### src/rtl/qam_tx_frame_scheduler.sv
// Frame sequencer for the QAM-16 transmit path: pilot section, data section and filter flush
// tail, with every symbol slot upsampled by OSR and the mapper pulled through valid/ready.
module qam_tx_frame_scheduler #(
   parameter int WID_COUNT = 4,
   parameter int N_PILOT   = 4,
   parameter int N_DATA    = 32,
   parameter int OSR       = 4,
   parameter int N_TAIL    = 16
) (
   input  logic                 clk,
   input  logic                 rst_clk,
   input  logic                 start,
   input  logic                 sym_valid,
   output logic                 sym_ready,
   input  logic                 filter_ready,
   output logic                 sel_pilot,
   output logic                 sel_zero_pad,
   output logic                 ce_shift,
   output logic [WID_COUNT-1:0] sel_carrier,
   output logic                 busy,
   output logic                 underrun,
   output logic                 frame_done
);

   localparam int N_MAX  = (N_PILOT > N_DATA) ? N_PILOT : N_DATA;
   localparam int PH_W   = (OSR > 2) ? $clog2(OSR) : 1;
   localparam int CNT_W  = $clog2(N_MAX + 1);
   localparam int TAIL_W = $clog2(N_TAIL + 1);

   localparam logic [PH_W-1:0]   PH_LAST    = PH_W'(OSR - 1);
   localparam logic [CNT_W-1:0]  PILOT_LAST = CNT_W'(N_PILOT - 1);
   localparam logic [CNT_W-1:0]  DATA_LAST  = CNT_W'(N_DATA - 1);
   localparam logic [TAIL_W-1:0] TAIL_LAST  = TAIL_W'(N_TAIL - 1);

   typedef enum logic [1:0] {S_IDLE, S_PILOT, S_DATA, S_TAIL} state_t;

   state_t               state_q, state_d;
   logic [PH_W-1:0]      ph_q, ph_d;
   logic [CNT_W-1:0]     sym_cnt_q, sym_cnt_d;
   logic [TAIL_W-1:0]    tail_cnt_q, tail_cnt_d;
   logic [WID_COUNT-1:0] carrier_q, carrier_d;
   logic                 ur_seen_q, ur_seen_d;
   logic                 frame_done_q, frame_done_d;

   logic slot;
   logic starved;
   logic advance;
   logic sym_last;

   always_ff @(posedge clk or posedge rst_clk) begin
      if (rst_clk) begin
         state_q      <= S_IDLE;
         ph_q         <= '0;
         sym_cnt_q    <= '0;
         tail_cnt_q   <= '0;
         carrier_q    <= '0;
         ur_seen_q    <= 1'b0;
         frame_done_q <= 1'b0;
      end else begin
         state_q      <= state_d;
         ph_q         <= ph_d;
         sym_cnt_q    <= sym_cnt_d;
         tail_cnt_q   <= tail_cnt_d;
         carrier_q    <= carrier_d;
         ur_seen_q    <= ur_seen_d;
         frame_done_q <= frame_done_d;
      end
   end

   always_comb begin
      state_d      = state_q;
      ph_d         = ph_q;
      sym_cnt_d    = sym_cnt_q;
      tail_cnt_d   = tail_cnt_q;
      carrier_d    = carrier_q;
      ur_seen_d    = ur_seen_q;
      frame_done_d = 1'b0;

      slot     = (ph_q == '0);
      // A data slot with nothing from the mapper freezes the whole schedule, never skips.
      starved  = (state_q == S_DATA) && slot && !sym_valid;
      busy     = (state_q != S_IDLE);
      advance  = busy && filter_ready && !starved;
      sym_last = (state_q == S_PILOT) ? (sym_cnt_q == PILOT_LAST) : (sym_cnt_q == DATA_LAST);

      ce_shift     = advance;
      sym_ready    = (state_q == S_DATA) && slot && filter_ready && sym_valid;
      sel_pilot    = (state_q == S_PILOT) && slot;
      sel_zero_pad = (state_q == S_TAIL) ||
                     (((state_q == S_PILOT) || (state_q == S_DATA)) && !slot);
      sel_carrier  = carrier_q;
      underrun     = starved && !ur_seen_q;
      frame_done   = frame_done_q;

      if (starved) begin
         ur_seen_d = 1'b1;
      end else if (advance) begin
         ur_seen_d = 1'b0;
      end

      case (state_q)
         S_IDLE: begin
            if (start) begin
               state_d    = S_PILOT;
               ph_d       = '0;
               sym_cnt_d  = '0;
               tail_cnt_d = '0;
               carrier_d  = '0;
               ur_seen_d  = 1'b0;
            end
         end
         S_PILOT, S_DATA: begin
            if (advance) begin
               if (slot) begin
                  carrier_d = carrier_q + WID_COUNT'(1);
               end
               if (ph_q == PH_LAST) begin
                  ph_d = '0;
                  if (sym_last) begin
                     sym_cnt_d = '0;
                     state_d   = (state_q == S_PILOT) ? S_DATA : S_TAIL;
                  end else begin
                     sym_cnt_d = sym_cnt_q + CNT_W'(1);
                  end
               end else begin
                  ph_d = ph_q + PH_W'(1);
               end
            end
         end
         S_TAIL: begin
            if (advance) begin
               if (tail_cnt_q == TAIL_LAST) begin
                  tail_cnt_d   = '0;
                  state_d      = S_IDLE;
                  frame_done_d = 1'b1;
               end else begin
                  tail_cnt_d = tail_cnt_q + TAIL_W'(1);
               end
            end
         end
         default: state_d = S_IDLE;
      endcase
   end

endmodule

### config.mk
export PLATFORM = sky130hd
export DESIGN_NAME = qam_tx_frame_scheduler
export DESIGN_NICKNAME = d
export VERILOG_FILES = /design/src/rtl/qam_tx_frame_scheduler.sv
export SDC_FILE = /design/constraint.sdc
export NUM_CORES = 1
export LEC_CHECK = 0
export BUFFER_PORTS_ARGS = -buffer_cell sky130_fd_sc_hd__clkbuf_2
export CORE_MARGIN = 3
export CORE_UTILIZATION = 45
export DETAILED_ROUTE_END_ITERATION = 6
export GPL_ROUTABILITY_DRIVEN = 0
export GPL_TIMING_DRIVEN = 0
export PLACE_DENSITY = 0.76
export SYNTH_ARGS = -nofsm -noshare
export SYNTH_HDL_FRONTEND = slang
export SYNTH_SLANG_ARGS = --single-unit
### constraint.sdc
create_clock -name clk -period 2 [get_ports clk]
set_clock_uncertainty 0.05 [all_clocks]
set_input_delay 0.1 -clock clk [delete_from_list [all_inputs] [get_ports clk]]
set_output_delay 0.1 -clock clk [all_outputs]
set_load 0.005 [all_outputs]
; ---- Word-level counts from Yosys, hierarchy flattened
; Index checks and enable logic that the tools add are counted.
[classes]
n_reduce_logical = 26
muxes = 33
n_addsub = 4
n_eq_ne = 14
[op_table]
columns = cell, n
row1 = $mux W6, 4
row2 = $mux W2, 9
row3 = $mux W5, 3
row4 = $mux W4, 3
row5 = $ne A2 B2 Y1 const B, 6
row6 = $pmux W6 S2, 1
row7 = $pmux W5 S2, 1
row8 = $logic_and A1 B1 Y1, 9
row9 = $mux W1, 9
row10 = $pmux W4 S2, 1
row11 = $reduce_and A4 Y1, 2
row12 = $add A6 B1 Y6 const B, 1
row13 = $eq A2 B2 Y1 const B, 3
row14 = $eq A6 B2 Y1 const B, 1
row15 = $eq A6 B5 Y1 const B, 1
row16 = $pmux W2 S3, 1
row17 = $reduce_and A3 Y1, 2
row18 = $reduce_and A6 Y1, 1
row19 = $reduce_bool A2 Y1, 3
row20 = $add A5 B1 Y5 const B, 1
row21 = $eq A5 B4 Y1 const B, 1
row22 = $add A4 B1 Y4 const B, 1
row23 = $logic_not A1 Y1, 4
row24 = $logic_not A2 Y1, 2
row25 = other kinds (6), 7
[word_totals]
out_inout_bits = 11
in_bits = 5
wordCells = 84
register_bits = 21

; ---- Depth between registers and ports, before layout
; Gate-level depths: netlist of the first run.
[depth]
depth_word = 9
depth_mapped = 8
depth_no_buf = 6

; ---- Worst setup path before layout of the first run
; No wires, ideal clock.
[synth_timing]
path_kind = reg2reg
from = register state_q[0]
to = register sym_cnt_q[4]
synth_period_minus_slack_ns = 1.785
arrival_time_ns = 1.658
required_time_ns = 1.873
setup_time_ns = 0.077
path_stages_with_launch = 8
path_buffers = 1
slack_ns = 0.215
cell_sequence = dfrtp_1 > inv_1 > ha_1 > buf_4 > and3b_1 > a31oi_4 > or3_1 > a21oi_1
[synth_via]
elab_chain_cells = 7
word_cells_on_any_way = 20
classes_between = eq/ne (5) / mux (5) / reduce/logical (10)
[synth_lines]
columns = element, line
row1 = from (decl), 37  ; state_t state_q, state_d;
row2 = from (signal assigned), 60  ; state_q <= state_d;
row3 = "parallel branches: the longest is 7 deep, another holds $mux W6", -
row4 = to (signal assigned), 62  ; sym_cnt_q <= sym_cnt_d;
row5 = to (decl), 39  ; logic [CNT_W-1:0] sym_cnt_q, sym_cnt_d;
; Parallel ways; which one is timed is not known. The select of a mux whose other input is x is not followed.
; A chain may end at the register's enable or synchronous reset.

; ---- Final worst setup path of the first run
[layout_timing]
from = register state_q[0]
to = output port ce_shift
[layout_via]
elab_chain_cells = 5
word_cells_on_any_way = 7
classes_between = eq/ne (1) / reduce/logical (6)
[layout_lines]
columns = element, line
row1 = $eq A2 B2 Y1, 81  ; starved = (state_q == S_DATA) && slot && !sym_valid;
row2 = $logic_and A1 B1 Y1 (2 in a row), 81
row3 = $logic_not A1 Y1, 83  ; advance = busy && filter_ready && !starved;
row4 = $logic_and A1 B1 Y1 *, 83
row5 = to (decl), 18  ; output logic ce_shift,
; Mark *: on every way between the ends. The rest lies on a longest branch, timed or not.

==> impl_metrics.csv, run 1 <==
group,metric,value,unit
placement,hpwlAfterDp,2380,um
route,drc_errors,0,
layout,nets,184,
floorplanning,die_w,62.5,um
global_routing,grt_pass1_vias,1206,
clock_tree,cts.clk_slew.worst_paths,0.13,ns
worst_setup_path,reg2reg_to,"sym_cnt_q[0]",
worst_setup_path,cp.depth,7,
clock_tree,cts_setup_buffers,0,
timing,fin_tns_setup,0,ns
worst_setup_path,cpPeakStageDelay,0.45,ns
worst_setup_path,startpoint_type,"flip-flop",
worst_setup_path,path_cells,"inv_2 -> ha_2 -> nor2b_1 -> buf_4 -> and2_1 -> buf_6 -> clkbuf_2",
floorplanning,die_area,0.00391,mm^2
worst_setup_path,critPathLaunch,"state_q[0]",
logic_synthesis,synth_area,0.00144,mm^2
pwr,p_comb_frac,0.523,
clock_tree,cts_tree,"done",
timing,worst_slew_pin_slew,0.792,ns
global_routing,antenna_found_initial,0,
logic_synthesis,yosys-top-cells-area,"dfrtp_1 37%, ha_1 7.8%, nand3_1 3.5%",
timing,maxSlewViolCount,0,
timing,period_needed,1.92,ns
clock_tree,clock-sinks,21,
pwr,p_clk_frac,0.108,
floorplanning,rows,19,
timing,rsz0062_at_grt,"yes",
floorplanning,die_y,62.5,um
route,drt_iter0_drc,37,
pwr,power.density,1250,mW/mm^2
route,first_pass_iters,4,
pwr,swShare,0.438,
worst_setup_path,crit_required,1.85,ns
layout,num-fill-cells,274,
layout,drive_above_1_share,0.231,
route,ant_nets,0,
clock_tree,clock_tree.root_cell,"clkbuf_4",
timing,fin_crit_sh,0.959,
worst_hold_path,hold_path.class,"input port to flip-flop",
global_routing,grt_pass1_wl,5450,um
global_routing,grt.overflow.total,0,
worst_setup_path,critPathArrivalTime,1.77,ns
pwr,power,2.01,mW
worst_setup_path,crit_path_end_kind,"output port",
clock_tree,htreeDepth,1,
outcome,status,"finished clean",
worst_setup_path,worstRegToRegCells,7,
pwr,p_seq_frac,0.368,
logic_synthesis,seq_area_frac_synth,0.366,
floorplanning,floorplan.initialDensity,0.495,
logic_synthesis,yosysTopAreaCell,"dfrtp_1",
timing,final-setup-viol-count,0,
placement,postPlaceCellArea,0.00156,mm^2
layout,syn_to_final_growth,12.0,%
clock_tree,cts_buffers,3,
logic_synthesis,synth-edff-count,0,
logic_synthesis,ys_ff_latch,21,
logic_synthesis,yosysTopAreaCellShare,0.366,
global_routing,grt_max_degree,22,
worst_setup_path,slowest_stage,"dfrtp_1",
worst_setup_path,rr_startpoint,"state_q[0]",
route,vias,1226,
pwr,ir_worst_vdd,0.000901,V
timing,hold_viol,0,
logic_synthesis,async_reset_ff_frac,1.00,
job,cap_violations,0,
pwr,p_int,1.13,mW
timing,fmax,0.521,GHz
route,wl_per_cell,15.1,um
timing,slew_headroom,0.472,
worst_setup_path,r2r_slack,0.09,ns
route,drt_wl_total,3200,um
logic_synthesis,synth_area_per_cell,9.64,um^2
placement,numPortBuffers,15,
clock_tree,cts_buffer_depth,2,
floorplanning,ioPinCount,16,
worst_setup_path,path_buf_inv,4,
worst_setup_path,critPathCapture,"ce_shift",
clock_tree,clkLatencyLatePin,0.32,ns
layout,diodes,0,
logic_synthesis,yosysWarnings,0,
worst_setup_path,crit_family,"buffers and inverters",
pwr,leakage,0.735,nW
global_routing,grtUsageTotal,0.173,
pwr,p_sw,881,uW
route,vias_per_cell,5.81,
layout,post-route-cell-area,0.00161,mm^2
worst_setup_path,path_class,"flip-flop to output port",
worst_setup_path,crit_fanout,10,
logic_synthesis,synth_fp_nets,163,
logic_synthesis,ys_types,50,
logic_synthesis,syn_inst,149,
floorplanning,core,0.00290,mm^2
logic_synthesis,dominantRegCellSynth,"dfrtp_1",
[flip-flops by register name, summed over array words and instances (netlist names)]
register	cells
ph_q	2
state_q	2
tail_cnt_q	5
ur_seen_q	1
sym_cnt_q	6
frame_done	1
sel_carrier	4
[what timing repair did]
| item | in CTS | in global routing |
|---|---|---|
| hold endpoints to repair | 21 | 0 |
| resized for setup | 2 | 3 |
| setup endpoints to repair | 2 | 7 |
| hold buffers | 1 | 0 |
[placed cells by master, fill, tap and decap left out, types with 2 or more instances in the layout]
master      n
a211oi_1    2
a21oi_1     4
a31oi_1     3
and2_1      5
and3b_2     2
buf_2       2
buf_4       2
clkbuf_2   15
clkbuf_4    3
clkinv_2    2
dfrtp_1    21
ha_1        7
ha_2        2
inv_1       6
mux2i_1     4
nand2_1    11
nand3_1    10
nand3b_4    2
nand4_1     3
nor2_1      8
nor2b_1     3
o2111ai_1   2
o211a_1     2
o21a_1      2
o21ai_0     8
o221ai_1    2
o22ai_1     4
o31ai_1     2
or2_2       3
xor2_1      3
[cell usage after synthesis (2+ instances only)]
cell type,n
o22ai_1,4
xor2_1,3
o21a_1,2
nor2_1,8
buf_2,2
nor2b_1,3
a21oi_1,4
ha_1,9
and2_1,5
dfrtp_1,21
mux2i_1,4
buf_4,2
o31ai_1,2
o2111ai_1,2
nand4_1,3
a211oi_1,2
o211a_1,2
o21ai_0,8
nand2_1,11
a31oi_1,3
or2_2,3
nand3b_4,2
nand3_1,10
inv_1,7
o221ai_1,2
[metrics by stage]
stage          cells  hold WS [ns]  utilization  setup WS (ns)
2_1_floorplan    149        0.0265            -          0.215
3_5_place_dp     206         0.236        0.539         0.0382
3_3_place_gp     206         0.217        0.539         0.0845
6_report         211         0.146        0.555         0.0815
5_1_grt          211         0.180        0.555       -0.00920
4_1_cts          211         0.140        0.553         0.0422
[worst register-to-register path, cell delays in order, from the launching register on]
cell,delay [ns]
dfrtp_1,0.44
inv_2,0.07
ha_2,0.31
buf_4,0.15
and3b_2,0.23
a31oi_4,0.26
nand3b_4,0.22
o21ai_0,0.09
[kinds of logic after synthesis]
kind of cell / share of synthesized area
DFF: 0.366
buffers and inverters: 0.0488
AOI/OAI and AO/OA: 0.226
muxes: 0.0279
and+or+nand+nor: 0.228
adders and majority gates: 0.0784
xor gates and xnor gates: 0.0244
[power groups by stage]
stage	sequential [mW]	clock [mW]	combinational [mW]
5_1_grt	0.771	0.241	1.18
2_1_floorplan	0.715	0	0.776
4_1_cts	0.739	0.224	1.05
6_report	0.742	0.218	1.05
3_3_place_gp	0.736	0	0.988
3_5_place_dp	0.748	0	1.04
[worst min-delay path by stage]
| stage | from | end | cells after the start |
|---|---|---|---|
| 2_1_floorplan | rst_clk | frame_done | 1 |
| 3_3_place_gp | rst_clk | ph_q[0] | 2 |
| 3_5_place_dp | rst_clk | ph_q[1] | 2 |
| 4_1_cts | start | tail_cnt_q[0] | 3 |
| 5_1_grt | start | tail_cnt_q[0] | 3 |
| 6_report | start | tail_cnt_q[0] | 3 |
[metal layers]
metal  track usage  vias to the layer above  wire (um)  part of all wire
li1              -                      594          -                 -
met1         0.211                      583       1360              0.42
met2         0.301                       41       1580              0.49
met3        0.0198                        8        184             0.058
met4        0.0854                        0         74             0.023
met5             0                        -          0                 0
[final cells by class]
cell class              count  area (um^2)  area share
well taps                  42         52.6      0.0327
repair buffers             16         85.1      0.0529
inverters                   8         31.3      0.0194
clock inverters             1         5.00     0.00311
plain buffers               6         40.0      0.0249
multi-input cells         114          847       0.526
flip-flops and latches     21          526       0.327
clock buffers               3         22.5      0.0140
Power figures use the tool's default switching activity.
==> inputs of run 2 (changes only) <==
- PLACE_DENSITY: 0.76 -> 0.68
==> run 2 against run 1 <==
Net effect:
- sequential cell count unchanged
- via count up 0.41%
- sequential share of layout area shrank 0.72 points
- combinational power is 4% higher
- critical endpoint is now sym_cnt_q[0]
==> impl_metrics.csv, run 2 (synthesis results as in run 1) <==
group,metric,value,unit
outcome,status,"finished clean",
floorplanning,die_area,0.00391,mm^2
pwr,ir_worst_vdd,0.000709,V
placement,numPortBuffers,15,
clock_tree,cts_buffers,3,
placement,placedCellCount,206,
route,drt_iter0_drc,48,
timing,final-setup-viol-count,0,
floorplanning,die_y,62.5,um
worst_setup_path,critPathArrivalTime,2.06,ns
timing,period_needed,1.91,ns
floorplanning,floorplan.initialDensity,0.495,
floorplanning,ioPinCount,16,
worst_setup_path,rr_startpoint,"state_q[1]",
layout,regMostFlops,"sym_cnt_q",
worst_setup_path,crit_required,2.15,ns
global_routing,grtUsageTotal,0.168,
timing,fin_tns_setup,0,ns
worst_setup_path,path_class,"flip-flop to flip-flop",
pwr,power.density,1240,mW/mm^2
layout,finalNonFillerCells,215,
worst_setup_path,startpoint_type,"flip-flop",
layout,diodes,0,
layout,nets,188,
global_routing,grt_max_degree,22,
route,vias_per_cell,5.73,
layout,drive_above_1_share,0.231,
worst_hold_path,hp-start,"start",
timing,hold_viol,0,
route,vias,1231,
clock_tree,cts_tree,"done",
global_routing,antenna_found_initial,0,
worst_hold_path,hold_depth,3,
timing,maxSlewViolCount,0,
worst_setup_path,crit_path_end_kind,"flip-flop",
clock_tree,clkLatencyLatePin,0.31,ns
clock_tree,cts_buffer_depth,2,
layout,syn_to_final_growth,14.5,%
global_routing,grt_pass1_wl,5330,um
clock_tree,htreeDepth,1,
clock_tree,cts.clk_slew.worst_paths,0.12,ns
clock_tree,clock_tree.root_cell,"clkbuf_4",
placement,hpwlAfterDp,2310,um
global_routing,grt.overflow.total,0,
layout,layout_common_cells,"21 x dfrtp_1, 15 x clkbuf_2, 11 x nand2_1",
global_routing,grt_pass1_vias,1166,
layout,mostFrequentLayoutCell,"dfrtp_1",
pwr,leakage,0.756,nW
worst_setup_path,reg2reg_to,"sym_cnt_q[0]",
route,ant_nets,0,
floorplanning,core,0.00290,mm^2
clock_tree,clock-sinks,21,
floorplanning,die_w,62.5,um
route,drc_errors,0,
job,cap_violations,0,
timing,slew_headroom,0.467,
worst_setup_path,r2r_slack,0.09,ns
worst_hold_path,min_to,"tail_cnt_q[0]",
timing,fin_crit_sh,0.953,
route,first_pass_iters,4,
worst_hold_path,hold_path.class,"input port to flip-flop",
floorplanning,rows,19,
route,drt_wl_total,3160,um
worst_setup_path,crit_fanout,8,
timing,fmax,0.525,GHz
layout,largest_register_ffs,6,
route,wl_per_cell,14.7,um
worst_setup_path,worstRegToRegCells,7,
timing,worst_slew_pin_slew,0.799,ns
-- run 2: where the power goes --
group          internal (mW)  leakage [nW]  total (mW)  switching, mW
clock network         0.0779        0.0150       0.212          0.134
registers              0.571         0.261       0.740          0.169
logic                  0.511         0.481        1.09          0.575
total                   1.16         0.756        2.04          0.878
-- run 2: repair_timing --
item	in CTS	in global routing
hold endpoints to repair	21	0
hold buffers	1	0
setup endpoints to repair	3	9
setup buffers	0	4
cloned	0	0
gates resized for setup	2	2
-- run 2: final cells by class --
class | instances | area, um^2
multi-input combinational | 114 | 855
timing repair buffer | 20 | 115
tap | 42 | 52.6
fill | 285 | 1250
inverter | 8 | 31.3
buffer | 6 | 40.0
sequential | 21 | 526
clock buffer | 4 | 26.3
-- run 2: how the worst max path moves through the flow --
stage | start | endpoint | slack (ns) | cells past startpoint
floorplan | state_q[0] | sym_cnt_q[4] | 0.21 | 7
global placement | state_q[0] | ph_q[0] | 0.1 | 8
detailed placement | state_q[0] | ph_q[0] | 0.06 | 8
CTS | state_q[0] | sym_cnt_q[4] | 0.03 | 7
global route | ph_q[0] | underrun | -0.01 | 6
finish | state_q[1] | sym_cnt_q[0] | 0.09 | 7
-- run 2: metrics by stage --
step           total power [mW]  setup WS (ns)   util  cell area, um^2  hold slack [ns]
3_5_place_dp               1.78         0.0608  0.539             1560            0.231
5_1_grt                    2.23       -0.00984  0.567             1650            0.208
2_1_floorplan              1.49          0.215      -             1440           0.0265
4_1_cts                    2.00         0.0258  0.553             1600            0.180
6_report                   2.04         0.0938  0.567             1650            0.171
3_3_place_gp               1.73         0.0968  0.539             1560            0.221
-- run 2: routing by layer --
metal	wire length, um	GRT usage
met1	1580	0.243
met3	120	0.0216
met2	1440	0.252
met4	23	0.0661
met5	0	0
-- run 2: worst max-delay path, stage by stage (launching register included) --
cell and delay, ns:
dfrtp_1 0.43, inv_1 0.11, ha_4 0.27, buf_4 0.14
and3b_2 0.23, a31oi_4 0.27, nand3b_4 0.22, o21ai_0 0.08
==> inputs of run 3 (changes only) <==
- clock period: 2 -> 2.4 ns (I/O delays scaled with it)
==> run 3 against run 2 <==
Net effect:
- routed wire length down 2.2%
- sequential share of layout area grew 0.90 points
- die area stayed put
- cell count decreased by 1.9%
- first-iteration DRC count fell by 4.2%
- non-clock buffer count down 4
- sequential cell count stayed put
- via count fell by 0.49%
- hold slack improved by 0.023 ns
- critical path type is now flip-flop to output port
- largest power group unchanged
==> impl_metrics.csv, run 3 (synthesis results as in run 1) <==
group,metric,value,unit
clock_tree,cts_tree,"done",
worst_setup_path,cpPeakStageDelay,0.43,ns
worst_setup_path,critPathArrivalTime,1.89,ns
floorplanning,ioPinCount,16,
layout,mostFrequentLayoutCell,"dfrtp_1",
global_routing,grt.overflow.total,0,
floorplanning,die_y,62.5,um
global_routing,antenna_found_initial,0,
layout,finalNonFillerCells,211,
clock_tree,clock_tree.root_cell,"clkbuf_4",
worst_setup_path,crit_required,2.23,ns
worst_setup_path,worstRegToRegCells,8,
timing,fin_tns_setup,0,ns
timing,fmax,0.485,GHz
clock_tree,htreeDepth,1,
clock_tree,cts_buffers,3,
placement,postPlaceCellArea,0.00156,mm^2
timing,hold_viol,0,
placement,numPortBuffers,15,
timing,maxSlewViolCount,0,
layout,diodes,0,
worst_setup_path,startpoint_type,"flip-flop",
layout,syn_to_final_growth,11.4,%
layout,largest_register_ffs,6,
route,drt_wl_total,3090,um
worst_setup_path,crit_fanout,10,
timing,worst_slew_pin_slew,0.801,ns
timing,fin_crit_sh,0.859,
layout,post-route-cell-area,0.00160,mm^2
timing,rsz0062_at_grt,"no",
outcome,status,"finished clean",
route,first_pass_iters,4,
layout,regMostFlops,"sym_cnt_q",
route,wl_per_cell,14.6,um
clock_tree,clock-sinks,21,
global_routing,grt_pass1_vias,1166,
global_routing,grtUsageTotal,0.168,
clock_tree,cts.clk_slew.worst_paths,0.12,ns
floorplanning,die_w,62.5,um
pwr,p_clk_frac,0.107,
clock_tree,cts_resized,0,
route,drt_iter0_drc,46,
timing,period_needed,2.06,ns
clock_tree,cts_buffer_depth,2,
pwr,p_seq_frac,0.372,
layout,drive_above_1_share,0.195,
global_routing,grt_max_degree,22,
worst_setup_path,slowest_stage,"dfrtp_1",
job,cap_violations,0,
clock_tree,cts_setup_buffers,0,
layout,nets,184,
timing,timing.hold.ws,0.193,ns
floorplanning,die_area,0.00391,mm^2
floorplanning,core,0.00290,mm^2
pwr,power.density,1040,mW/mm^2
route,drc_errors,0,
clock_tree,clkLatencyLatePin,0.32,ns
worst_hold_path,hold_depth,3,
route,vias,1225,
route,ant_nets,0,
timing,final-setup-viol-count,0,
global_routing,grt_pass1_wl,5330,um
pwr,p_sw,720,uW
floorplanning,rows,19,
worst_setup_path,path_cells,"inv_1 -> ha_1 -> buf_4 -> clkinv_1 -> o21bai_1 -> clkbuf_2",
layout,layout_common_cells,"21 x dfrtp_1, 15 x clkbuf_2, 11 x nand2_1",
placement,hpwlAfterDp,2310,um
pwr,p_int,941,uW
worst_setup_path,path_class,"flip-flop to output port",
timing,slew_headroom,0.465,
pwr,leakage,0.734,nW
worst_setup_path,crit_path_end_kind,"output port",
pwr,swShare,0.433,
route,vias_per_cell,5.81,
placement,placedCellCount,206,
worst_hold_path,hold_path.class,"input port to flip-flop",
floorplanning,floorplan.initialDensity,0.495,
pwr,ir_worst_vdd,0.000588,V
pwr,p_comb_frac,0.521,
## run 3: cell count changes in the layout (fill, tap and decap cells not counted)
| cell | before | now |
|---|---|---|
| ha_1 | 8 | 9 |
| ha_4 | 1 | 0 |
| clkinv_2 | 1 | 0 |
| clkinv_1 | 0 | 1 |
| and3b_1 | 0 | 1 |
| and3b_2 | 2 | 1 |
| buf_4 | 6 | 2 |
## run 3: final cells by class
type | count | area (um^2)
plain buffers | 6 | 40.0
well taps | 42 | 52.6
repair buffers | 16 | 85.1
multi-input cells | 114 | 841
clock buffers | 4 | 26.3
flip-flops and latches | 21 | 526
fillers | 289 | 1300
inverters | 8 | 30.0
## run 3: critical path, delay by kind of cell, from the launching register on
family,cells,cell delay (ns)
compound gates,1,0.23
fa+ha+maj,1,0.28
buf+inv,4,0.64
flops,1,0.43
## run 3: timing repair
action                                 CTS  global route
hold buffers                             1             0
setup endpoints to repair                0             0
endpoints found under the hold margin   21             0
## run 3: layer usage
| metal | wire [um] | global-route usage | up-vias | share of wire |
|---|---|---|---|---|
| met2 | 1370 | 0.252 | 25 | 0.44 |
| met4 | 52 | 0.0661 | 0 | 0.017 |
| met3 | 107 | 0.0216 | 7 | 0.035 |
| li1 | - | - | 593 | - |
| met1 | 1560 | 0.243 | 600 | 0.50 |
| met5 | 0 | 0 | - | 0 |
## run 3: power by group through the flow
stage               clock network, mW  registers, mW  logic [mW]
floorplan                           0          0.596       0.646
global placement                    0          0.612       0.829
detailed placement                  0          0.623       0.860
CTS                             0.177          0.616       0.871
global route                    0.192          0.645       0.978
finish                          0.178          0.618       0.866
## run 3: metrics by stage
step / total power, mW / setup slack, ns / util
after floorplan: 1.24 / 0.615 / -
after global placement: 1.44 / 0.497 / 0.539
after detailed placement: 1.48 / 0.461 / 0.539
after CTS: 1.66 / 0.346 / 0.552
after global routing: 1.81 / 0.230 / 0.552
final: 1.66 / 0.339 / 0.552
## run 3: worst paths after layout
kind / slack (ns) / from / endpoint
max: 0.34 / state_q[0] / sel_zero_pad
max reg2reg: 0.39 / state_q[0] / ph_q[0]
min in group asynchronous: 0.41 / rst_clk / sym_cnt_q[5]
max in group asynchronous: 1.38 / rst_clk / tail_cnt_q[1]
min: 0.19 / start / tail_cnt_q[0]
min reg2reg: 0.44 / sel_carrier[3] / sel_carrier[3]
